===== src/rtl/keypad_pkg.sv =====
// Shared types and helpers for the 4x4 keypad scanner.
package keypad_pkg;
  localparam int COLS  = 4;
  localparam int ROWS  = 4;
  localparam int KEY_W = 4;

  typedef enum logic [1:0] {SCAN, DEBOUNCE, HOLD} state_t;

  // Index of the set bit in a one-hot row vector; zero when none is set.
  function automatic logic [1:0] onehot_idx(input logic [ROWS-1:0] v);
    onehot_idx = 2'd0;
    for (int i = 0; i < ROWS; i++)
      if (v[i]) onehot_idx = 2'(i);
  endfunction
endpackage


===== src/rtl/scan_tick_sync.sv =====
// Synchronises the divided scan clock and emits a one-cycle tick on each rising edge.
module scan_tick_sync #(
  parameter int SYNC_STAGES = 2
) (
  input  logic clock,
  input  logic reset,
  input  logic scan_clock,
  output logic tick
);
  logic [SYNC_STAGES-1:0] sync;
  logic                   prev;

  always_ff @(posedge clock) begin
    if (!reset) begin
      sync <= '0;
      prev <= 1'b0;
      tick <= 1'b0;
    end else begin
      sync <= {sync[SYNC_STAGES-2:0], scan_clock};
      prev <= sync[SYNC_STAGES-1];
      tick <= sync[SYNC_STAGES-1] & ~prev;
    end
  end
endmodule


===== src/rtl/keypad_scanner.sv =====
// 4x4 keypad scanner with debounce and valid/ready key output.
// Optional auto-repeat while a key is held: define KEYPAD_REPEAT_EN.
module keypad_scanner
  import keypad_pkg::*;
#(
  parameter int DEBOUNCE_TICKS = 200,
  parameter int REPEAT_TICKS   = 5000,
  parameter int SYNC_STAGES    = 2
) (
  input  logic             clock,
  input  logic             reset,
  input  logic             scan_clock,
  input  logic [ROWS-1:0]  row_in,
  output logic [COLS-1:0]  col_out,
  output logic [KEY_W-1:0] key_code,
  output logic             key_valid,
  input  logic             key_ready,
  output logic             overrun
);
  localparam int DB_W = $clog2(DEBOUNCE_TICKS + 1);
  localparam logic [DB_W-1:0] DB_LAST = DB_W'(DEBOUNCE_TICKS - 1);

  if (SYNC_STAGES < 2 || DEBOUNCE_TICKS < 2 || REPEAT_TICKS < 1) begin : g_bad_param
    $error("keypad_scanner: invalid parameter");
  end

  logic tick;
  scan_tick_sync #(.SYNC_STAGES(SYNC_STAGES)) u_tick (
    .clock(clock), .reset(reset), .scan_clock(scan_clock), .tick(tick)
  );

  logic [SYNC_STAGES-1:0][ROWS-1:0] row_sync;
  always_ff @(posedge clock) begin
    if (!reset) row_sync <= '1;
    else        row_sync <= {row_sync[SYNC_STAGES-2:0], row_in};
  end

  state_t           state, state_n;
  logic [1:0]       col, col_n;
  logic [KEY_W-1:0] cand, cand_n, key_code_n;
  logic [DB_W-1:0]  cnt, cnt_n, cnt_inc;
  logic             key_valid_n, overrun_n, emit;
  logic [ROWS-1:0]  low;
  logic             single;

  assign low     = ~row_sync[SYNC_STAGES-1];
  // Ghost patterns (several rows low) are never treated as a key.
  assign single  = (low != '0) && ((low & (low - 4'd1)) == '0);
  assign cnt_inc = (cnt == '1) ? cnt : cnt + 1'b1;
  assign col_out = ~(4'(1) << col);

`ifdef KEYPAD_REPEAT_EN
  localparam int RP_W = $clog2(REPEAT_TICKS + 1);
  logic [RP_W-1:0] rep, rep_n, rep_inc;
  assign rep_inc = (rep == '1) ? rep : rep + 1'b1;
  always_ff @(posedge clock) begin
    if (!reset) rep <= '0;
    else        rep <= rep_n;
  end
`endif

  always_ff @(posedge clock) begin
    if (!reset) begin
      state     <= SCAN;
      col       <= 2'd0;
      cand      <= '0;
      cnt       <= '0;
      key_code  <= '0;
      key_valid <= 1'b0;
      overrun   <= 1'b0;
    end else begin
      state     <= state_n;
      col       <= col_n;
      cand      <= cand_n;
      cnt       <= cnt_n;
      key_code  <= key_code_n;
      key_valid <= key_valid_n;
      overrun   <= overrun_n;
    end
  end

  always_comb begin
    state_n = state;
    col_n   = col;
    cand_n  = cand;
    cnt_n   = cnt;
    emit    = 1'b0;
`ifdef KEYPAD_REPEAT_EN
    rep_n   = rep;
`endif
    if (tick) begin
      case (state)
        SCAN: begin
          if (single) begin
            cand_n  = {onehot_idx(low), col};
            cnt_n   = '0;
            state_n = DEBOUNCE;
          end else begin
            col_n = col + 2'd1;
          end
        end
        DEBOUNCE: begin
          if (low == (4'(1) << cand[3:2])) begin
            cnt_n = cnt_inc;
            if (cnt_inc >= DB_LAST) begin
              emit    = 1'b1;
              cnt_n   = '0;
              state_n = HOLD;
`ifdef KEYPAD_REPEAT_EN
              rep_n   = '0;
`endif
            end
          end else begin
            state_n = SCAN;
            col_n   = col + 2'd1;
          end
        end
        HOLD: begin
          if (low == '0) begin
            cnt_n = cnt_inc;
            if (cnt_inc >= DB_LAST) begin
              cnt_n   = '0;
              state_n = SCAN;
              col_n   = col + 2'd1;
            end
          end else begin
            cnt_n = '0;
          end
`ifdef KEYPAD_REPEAT_EN
          if (low == '0) begin
            rep_n = '0;
          end else if (rep_inc >= RP_W'(REPEAT_TICKS)) begin
            emit  = 1'b1;
            rep_n = '0;
          end else begin
            rep_n = rep_inc;
          end
`endif
        end
        default: state_n = SCAN;
      endcase
    end
  end

  // A code is taken if the slot is free or is being consumed on this very edge.
  always_comb begin
    key_valid_n = key_valid;
    key_code_n  = key_code;
    overrun_n   = overrun;
    if (key_valid && key_ready) begin
      key_valid_n = 1'b0;
      overrun_n   = 1'b0;
    end
    if (emit) begin
      if (!key_valid || key_ready) begin
        key_code_n  = cand;
        key_valid_n = 1'b1;
      end else begin
        overrun_n = 1'b1;
      end
    end
  end
endmodule

===== config.mk =====
export PLATFORM = sky130hd
export DESIGN_NAME = keypad_scanner
export DESIGN_NICKNAME = d
export VERILOG_FILES = /design/src/rtl/keypad_pkg.sv /design/src/rtl/scan_tick_sync.sv /design/src/rtl/keypad_scanner.sv
export SDC_FILE = /design/constraint.sdc
export NUM_CORES = 1
export LEC_CHECK = 0
export BUFFER_PORTS_ARGS = -buffer_cell sky130_fd_sc_hd__buf_2
export CORE_ASPECT_RATIO = 1.5
export CORE_UTILIZATION = 52
export DETAILED_ROUTE_END_ITERATION = 8
export PLACE_DENSITY = 0.74
export SLEW_MARGIN = 20
export SYNTH_ARGS = -nofsm -noshare
export SYNTH_HDL_FRONTEND = slang
export SYNTH_SLANG_ARGS = --single-unit

===== constraint.sdc =====
create_clock -name clock -period 2.1 [get_ports clock]
set_clock_uncertainty 0.2 [all_clocks]
set_input_delay 0.105 -clock clock [delete_from_list [all_inputs] [get_ports clock]]
set_output_delay 0.105 -clock clock [all_outputs]
set_load 0.02 [all_outputs]

==> results list, run 1 <==
- Clock tree synthesis found a total of 34 sinks.
- Total power divided by cell area: 482 nW/µm²
* Leakage Power: 1.06 nW
- CTS root buffer: sky130_fd_sc_hd__clkbuf_8
* Residual DRC count: 0
- In the global route stage, met1 resource usage came out at 23.5%.
* Share of post-route cells with drive strength above 1: 38.3%
- Largest area contributor in the netlist: sky130_fd_sc_hd__dfxtp_1
- Share of synthesized area occupied by flip-flops and latches: 36.6%
- Clock-pin slew was measured on the worst setup and hold paths at 70 ps.
- Subtracting the final worst setup slack from the clock period gives 2200 ps.
- Synth Instances: 207
- Total routed wirelength: 4450 µm
- Setup violations remaining at the end of the flow were counted as 13.
- Highest attainable clock frequency: 455 MHz
* Global-route track usage on met2: 49.9%
- I/O pin count: 18
- Once the floorplan was initialized, standard cells occupied 54.4% of the core.
- The final reports fail on negative setup slack.
* Slack of the critical path: -95.8 ps
* Mean routed wirelength per cell: 14.3 µm
* Antenna Cells: 0
* Pin count of the biggest net entering global routing: 29
- CTS max path bufs: 2
- Global placer's final weighted congestion: 0.825
- STA classifies the critical path endpoint as a flop.
- Counting the buffers created by CTS gives 5.
- Slew @ Worst Pin: 591 ps
- Yosys warning count: 0
- Post-synthesis instance area: 1860 µm²
* Critical path peak fanout: 5
- Startpoint kind of the worst setup timing path: flop
- Reg2reg setup slack: -100 ps
* Post-Syn Area per Cell: 8.98 µm²
* Fill count: 235
- The tool flagged a number of max-cap violations equal to 0.
- For this run, the leading register cell type out of synthesis is sky130_fd_sc_hd__dfxtp_1.
- For this run, the detailed router's first-pass iteration total came to 4.
- # nets final: 285
* Tightest Hold Check Type: input port to flop
- Compared with the post-synthesis result, the final layout area differs by 39.4%.
- Buffers placed on the I/O ports in this run total 17.
- Arrival time at the worst endpoint: 2200 ps
- The worst path uses 105% of the clock period.
* Antenna viol nets, final: 0
* Maximum level of the CTS H-tree: 2
- Residual overflow from global routing: 0
- Wire length of the first global-routing pass: 7020 µm
- Total via count after detailed routing: 1728
- Synthesized net count: 224
- The worst-case IR drop observed on VDD is 0.532 mV.
* Clock latency of the later-clocked register in the worst-skew pair: 290 ps
- Initial antenna violation count: 0
* Area fraction of the dominant cell type after synthesis: 36.6%
* Detailed Route Iter0 Violations: 28
* Outcome: complete, but fails checks
- In the final layout, the multi-input gates occupy 1220 µm².
* Gr usage total: 25.1%
* Worst setup path class: flop to flop
- STA puts the critical path data required time at 2110 ps.
* Half-perimeter wire length after detailed placement: 2890 µm
- Setup repair after global routing could not meet its margin everywhere.
- Post-DR vias/cell: 5.56
* Number of synthesized register bits: 34
* FF/Latch Area: 689 µm²
- GRT busiest layer: met2
- Ranked by total cell area, the synthesized netlist is headed by sky130_fd_sc_hd__dfxtp_1 (37%), sky130_fd_sc_hd__ha_1 (6.1%), sky130_fd_sc_hd__nand2_1 (5.3%).
- Inst Count DP: 288
- Global routing used 4.44% of the available met3 tracks.
- Slew headroom: 60.6%
- Final-layout worst hold slack: 56.4 ps
- The design draws 1.25 mW.
- Horizontal extent of the die: 50.8 µm
* Row cnt: 26
* Clock tree from TritonCTS: done
- The max-slew violation count was 0.
* Number of different library cells in the post-synthesis netlist: 50
* Total core area: 3420 µm²
- The die is 75.2 µm tall.
- Leaving out filler cells and counting taps, the final layout contains 311.
* Number of enable flip-flop cells after synthesis: 0
- The die covers 3820 µm².
* Total count of hold-check failures in the final report: 0
- Post-synth ARST share: 0%
- Via count of the first global-routing pass: 1635
==> area by class of cell <==
class / count / area share [%]
timing repair buffer: 65 / 18.8
multi-input combinational: 149 / 47.0
inverter: 13 / 1.88
tap: 42 / 2.03
sequential: 34 / 26.6
clock inverter: 2 / 0.435
clock buffer: 6 / 3.19
==> per-layer routing <==
| layer | share of wire [%] | up-vias |
|---|---|---|
| li1 | - | 855 |
| met1 | 38 | 830 |
| met2 | 58 | 33 |
| met3 | 2.4 | 10 |
| met4 | 2.2 | 0 |
| met5 | 0 | - |
==> cells by family (layout without fill, tap and decap cells) <==
group	count (synthesis)	after routing	synth area share, %
xor gates and xnor gates	1	1	0.471
AOI/OAI and AO/OA	44	44	18.4
and+or+nand+nor	86	86	26.5
buffers and inverters	24	86	7.14
DFF	34	34	36.6
adders and majority gates	9	9	6.06
muxes	9	9	4.85
==> worst max-delay path, stage by stage, from the launching register on <==
cell and delay, ps:
sky130_fd_sc_hd__dfxtp_4 380, sky130_fd_sc_hd__ha_4 160, sky130_fd_sc_hd__and3_4 230, sky130_fd_sc_hd__and4b_1 260, sky130_fd_sc_hd__nor3_4 70, sky130_fd_sc_hd__o22ai_4 290, sky130_fd_sc_hd__buf_4 170, sky130_fd_sc_hd__buf_4 100
sky130_fd_sc_hd__nand3_2 90, sky130_fd_sc_hd__o22ai_2 180
==> synthesized netlist by cell type, types with 2 or more instances <==
master                      n
sky130_fd_sc_hd__a211oi_1   5
sky130_fd_sc_hd__a211oi_2   2
sky130_fd_sc_hd__a21oi_1    8
sky130_fd_sc_hd__a31oi_1    3
sky130_fd_sc_hd__and2_1     5
sky130_fd_sc_hd__buf_4      2
sky130_fd_sc_hd__buf_6      3
sky130_fd_sc_hd__clkbuf_1   4
sky130_fd_sc_hd__dfxtp_1   34
sky130_fd_sc_hd__ha_1       9
sky130_fd_sc_hd__inv_1     13
sky130_fd_sc_hd__mux2i_1    9
sky130_fd_sc_hd__nand2_1   26
sky130_fd_sc_hd__nand2b_1  12
sky130_fd_sc_hd__nand3_1   11
sky130_fd_sc_hd__nand3b_1   4
sky130_fd_sc_hd__nand4_1    5
sky130_fd_sc_hd__nor2_1     7
sky130_fd_sc_hd__nor3b_1    2
sky130_fd_sc_hd__o211ai_1   7
sky130_fd_sc_hd__o21a_1     2
sky130_fd_sc_hd__o21ai_0    4
sky130_fd_sc_hd__o22ai_1    2
sky130_fd_sc_hd__or3b_1     2
==> through the flow <==
step,util [%],setup TNS [ps],setup slack (ps),cell area (µm²)
after CTS,72.3,-372,-96.6,2470
after global placement,64.1,-1590,-154,2190
after global routing,75.8,-2040,-169,2590
after detailed placement,64.1,-2970,-254,2190
final,75.8,-814,-95.8,2590
after floorplan,-,-64.1,-32.1,1880
==> layout by cell type (no fill, tap or decap), types with 8 or more instances in the layout <==
cell type                   n
sky130_fd_sc_hd__buf_2     17
sky130_fd_sc_hd__inv_1     13
sky130_fd_sc_hd__dfxtp_1   31
sky130_fd_sc_hd__nand2_1   25
sky130_fd_sc_hd__nand2b_1  11
sky130_fd_sc_hd__ha_1       8
sky130_fd_sc_hd__mux2i_1    9
sky130_fd_sc_hd__buf_4     37
==> final timing paths <==
check / depth (start not counted) / from / endpoint
hold reg to reg: 1 / u_tick.prev$_SDFF_PN0_ / u_tick.tick$_SDFF_PN0_
setup / recovery: 9 / cnt[1]$_SDFFE_PN0P_ / cnt[1]$_SDFFE_PN0P_
setup reg to reg: 9 / cnt[1]$_SDFFE_PN0P_ / cnt[1]$_SDFFE_PN0P_
hold / removal: 3 / reset / row_sync[3]$_SDFF_PN1_
==> flip-flops by register name (all words and copies together), names as in the netlist <==
signal	count
col	2
u_tick.sync	2
u_tick.tick	1
state	2
u_tick.prev	1
row_sync	8
key_code	4
key_valid	1
cnt	8
overrun	1
cand	4
==> timing repair <==
item	CTS	global route
buffers inserted	6	3
resized for setup	15	19
cloned	0	0
pin swaps	5	14
hold buffers	6	0
endpoints found under the hold margin	6	0
setup endpoints to repair	18	18
==> where the power goes <==
group          total (mW)  internal (mW)  leakage (nW)  switching (mW)
clock network       0.497          0.264        0.0515           0.233
registers           0.659          0.653         0.279         0.00569
logic              0.0933         0.0470         0.726          0.0463
No activity file was read; power rests on OpenSTA's default activity.
==> run 2, diff against run 1 <==
--- a/config.mk
+++ b/config.mk
@@ -5,6 +5,7 @@
 export SDC_FILE = /design/constraint.sdc
 export NUM_CORES = 1
 export LEC_CHECK = 0
+export ABC_AREA = 1
 export BUFFER_PORTS_ARGS = -buffer_cell sky130_fd_sc_hd__buf_2
 export CORE_ASPECT_RATIO = 1.5
 export CORE_UTILIZATION = 52
==> run 2 against run 1 <==
Compared with the run above:
- the run now ends clean
- global-route usage shrank 3.4 points
- critical path depth increased by 3
- sequential share of layout area up 4.6 points
- worst setup slack improved by 250 ps
- routed wire length is 21% lower
- worst hold slack improved by 140 ps
- sequential power rose by 1%
- total power decreased by 5.2%
- clock-buffer cell count is 1 higher
- highest routed layer unchanged
==> results list, run 2 <==
* Outcome: completed
- For this design, the sink count on the clock tree is 34.
- Of the total power, registers draw 56.3%.
* Residual DRC count: 0
- Final Critical Period: 1950 ps
- The clock tree synthesis step divided the H-tree into 2 levels.
- The worst pin sits at a relative slew slack of 68.7%.
- Area added between synthesis and finish: 20.3%
- The number of antenna violations at the first check in global routing was 0.
- Mean routed wirelength per cell: 11.0 µm
* Antenna viol nets, final: 0
* Pin count of the biggest net entering global routing: 19
- For the worst setup path, the data required time is 2070 ps.
* Horizontal extent of the die: 50.3 µm
* Max-cap violations: 0
* Total power divided by cell area: 540 nW/µm²
* Clock latency of the later-clocked register in the worst-skew pair: 280 ps
- Startpoint kind of the worst setup timing path: flop
- Leakage Power: 0.980 nW
- Clock tree from TritonCTS: done
* Slew @ Worst Pin: 470 ps
- Length of the first detailed-routing pass in iterations: 4
- Fraction of power spent switching nets: 22.0%
* Most used cells in the layout excluding fill and tap cells: sky130_fd_sc_hd__nand2_1 (46), sky130_fd_sc_hd__inv_1 (33), sky130_fd_sc_hd__dfxtp_1 (31), sky130_fd_sc_hd__nor2_1 (24), sky130_fd_sc_hd__a21oi_1 (20)
* Total core area: 3380 µm²
- Share of post-route cells with drive strength above 1: 25.1%
- The cell area that synthesis handed to floorplanning was 1820 µm².
- Arrival time at the worst endpoint: 1920 ps
* Row cnt: 26
* Worst slack at placement: 50.7 ps
- Launch point of the worst hold path: u_tick.prev$_SDFF_PN0_
- The largest registers in the layout are cnt x8, row_sync x8.
* Detailed Route Iter0 Violations: 30
* Final Max Slew Viols: 0
* Worst-case hold path end point: u_tick.tick$_SDFF_PN0_
- Starting Density: 53.9%
- For the worst flop-to-flop path, the logic depth is 12.
* Buffer and inverter count on the worst path: 2
- Clock tree synthesis inserted a total of 5 buffers.
* Tightest Hold Check Type: flop to flop
- Post-Syn Area per Cell: 7.56 µm²
* Number of cells traversed by the worst hold path: 1
- Critical-path cell list: ha_4 -> nand3_2 -> o21ai_1 -> o31ai_1 -> buf_4 -> nor2_4 -> o21ai_4 -> buf_12 -> nand2_4 -> nand3_1 -> nand2_1 -> nor2_1
- # nets final: 296
- Total routed wirelength: 3540 µm
- Post-DR vias/cell: 4.94
- Synthesized net count: 258
* Total Negative Setup Slacks: 0 ps
- By startpoint and endpoint, the worst setup path is classified as flop to flop.
- The worst register-to-register path ends at state[1]$_SDFFE_PN0P_.
- CTS root buffer: sky130_fd_sc_hd__clkbuf_8
* Most common cell after layout, fill and taps aside: sky130_fd_sc_hd__nand2_1
* Gr usage total: 21.7%
- Wire length of the first global-routing pass: 6140 µm
- Sorting the synthesized cells by area gives the leading types as sky130_fd_sc_hd__dfxtp_1 (37%), sky130_fd_sc_hd__nand2_1 (9.5%), sky130_fd_sc_hd__inv_1 (6.8%).
- Die Area: 3750 µm²
- Share of total power in the clock network: 36.5%
- Residual overflow from global routing: 0
* Post-synth ARST share: 0%
* Final critical-path share of the clock period: 92.7%
* Synth Instances: 241
- Half-perimeter wire length after detailed placement: 2630 µm
* Total internal power: 0.924 mW
- The count of buffers added on input and output ports is 17.
* CTS max path bufs: 2
- Critical path's slowest cell: sky130_fd_sc_hd__dfxtp_2
* Most common cell in the netlist: sky130_fd_sc_hd__nand2_1
- In the post-route analysis, the smallest setup slack over all paths is 153 ps.
* Crit path capture type: flop
- Along the worst path, the maximum fanout reaches 9.
- Area fraction of the dominant cell type after synthesis: 37.3%
- At the end of routability-driven placement, the weighted congestion stood at 0.850.
- Share of synthesized area occupied by flip-flops and latches: 37.3%
- Switching Power: 0.260 mW
- Among cell families on the critical path, the largest total delay comes from simple AND/OR/NAND/NOR gates.
- The number of antenna diodes in the final layout is 0.
- 18 I/O pins were placed.
- The synthesized design contains 0 enable-type register cells.
- Peak per-stage delay on the critical path: 350 ps
- Die height: 74.5 µm
- Launch instance of the worst register-to-register path: cnt[1]$_SDFFE_PN0P_
- The final-report hold violation count was 0.
* Share of power burned in combinational logic: 7.2%
- Yosys warning count: 0
- Number of failing setup endpoints in the final timing report: 0
* Largest area contributor in the netlist: sky130_fd_sc_hd__dfxtp_1
* Highest attainable clock frequency: 514 MHz
* Unrepaired setup endpoints after global routing: false
- Number of synthesized register bits: 34
- The commonest cells after synthesis are sky130_fd_sc_hd__nand2_1 (46), sky130_fd_sc_hd__dfxtp_1 (34), sky130_fd_sc_hd__inv_1 (33), sky130_fd_sc_hd__nor2_1 (24), sky130_fd_sc_hd__a21oi_1 (20).
* Reg clk slew, reported paths: 60 ps
* Reg2reg setup slack: 150 ps
* Post-synth top flop: sky130_fd_sc_hd__dfxtp_1
- Via count of the first global-routing pass: 1529
- The number of different library cells used by synthesis comes to 31.
* IR drop worst, VDD: 0.610 mV
- Across all layers, the routed design uses 1586 vias.
[run 2: cell count changes in the layout (fill, tap and decap cells not counted), moves of 9 or more]
| cell | delta |
|---|---|
| sky130_fd_sc_hd__buf_4 | -30 |
| sky130_fd_sc_hd__nand2_1 | +21 |
| sky130_fd_sc_hd__inv_1 | +20 |
| sky130_fd_sc_hd__nor2_1 | +17 |
| sky130_fd_sc_hd__a21oi_1 | +13 |
| sky130_fd_sc_hd__nand2b_1 | -11 |
| sky130_fd_sc_hd__mux2i_1 | -9 |
| sky130_fd_sc_hd__or2_2 | +9 |
[run 2: power groups by stage]
stage	clock network [mW]	logic, mW	registers (mW)
floorplan	0	0.0550	0.679
global placement	0	0.0712	0.681
detailed placement	0	0.0730	0.681
CTS	0.445	0.0849	0.667
global route	0.473	0.0975	0.669
finish	0.432	0.0847	0.667
[run 2: layout make-up]
type                            instances  area [µm²]
Timing Repair Buffer                   33         238
Fill cell                             320        1190
Sequential cell                        34         684
Multi-Input combinational cell        170        1010
Inverter                               35         131
Tap cell                               42        52.6
Clock buffer                            7        76.3
[run 2: what timing repair did]
item                                    in CTS  in global routing
endpoints found under the setup margin       0                 14
hold buffers                                 8                  0
setup buffers                                0                  3
gates resized for setup                      0                  7
hold endpoints to repair                    16                  0
[run 2: per-layer routing]
layer  share of wire [%]  GRT usage [%]  vias to the layer above
met5                   0              0                        -
met4                 2.5           11.4                        0
met1                  39           20.6                      722
li1                    -              -                      839
met2                  56           42.4                       17
met3                 2.3           5.11                        8
[run 2: cell families after synthesis]
| group | after synthesis | synth area share, % |
|---|---|---|
| xor gates and xnor gates | 2 | 0.961 |
| and+or+nand+nor | 125 | 36.8 |
| DFF | 34 | 37.3 |
| AOI/OAI and AO/OA | 34 | 10.6 |
| adders and majority gates | 9 | 6.18 |
| buffers and inverters | 37 | 8.17 |
[run 2: worst max path at each step]
stage,endpoint,cells after the start,startpoint
3_3_place_gp,col[0]$_SDFFE_PN0P_,11,cnt[0]$_SDFFE_PN0P_
5_1_grt,col[0]$_SDFFE_PN0P_,10,cnt[2]$_SDFFE_PN0P_
6_report,state[1]$_SDFFE_PN0P_,12,cnt[1]$_SDFFE_PN0P_
3_5_place_dp,state[1]$_SDFFE_PN0P_,11,cnt[0]$_SDFFE_PN0P_
2_1_floorplan,col[0]$_SDFFE_PN0P_,8,cnt[0]$_SDFFE_PN0P_
4_1_cts,state[1]$_SDFFE_PN0P_,11,cnt[0]$_SDFFE_PN0P_
[run 2: metrics by stage]
step	power (mW)	cell area (µm²)	std cells	hold slack [ps]	util (%)
2_1_floorplan	0.734	1820	241	2.63	-
3_3_place_gp	0.752	1980	303	87.1	58.5
3_5_place_dp	0.754	1980	303	94.0	58.5
4_1_cts	1.20	2140	318	192	63.2
5_1_grt	1.24	2190	321	221	64.8
6_report	1.18	2190	321	193	64.8
[run 2: worst register-to-register path: stages (launching register included)]
cell	delay, ps
sky130_fd_sc_hd__dfxtp_2	350
sky130_fd_sc_hd__ha_4	150
sky130_fd_sc_hd__nand3_2	110
sky130_fd_sc_hd__o21ai_1	160
sky130_fd_sc_hd__o31ai_1	80
sky130_fd_sc_hd__buf_4	150
sky130_fd_sc_hd__nor2_4	180
sky130_fd_sc_hd__o21ai_4	90
sky130_fd_sc_hd__buf_12	150
sky130_fd_sc_hd__nand2_4	60
sky130_fd_sc_hd__nand3_1	60
sky130_fd_sc_hd__nand2_1	60
sky130_fd_sc_hd__nor2_1	40
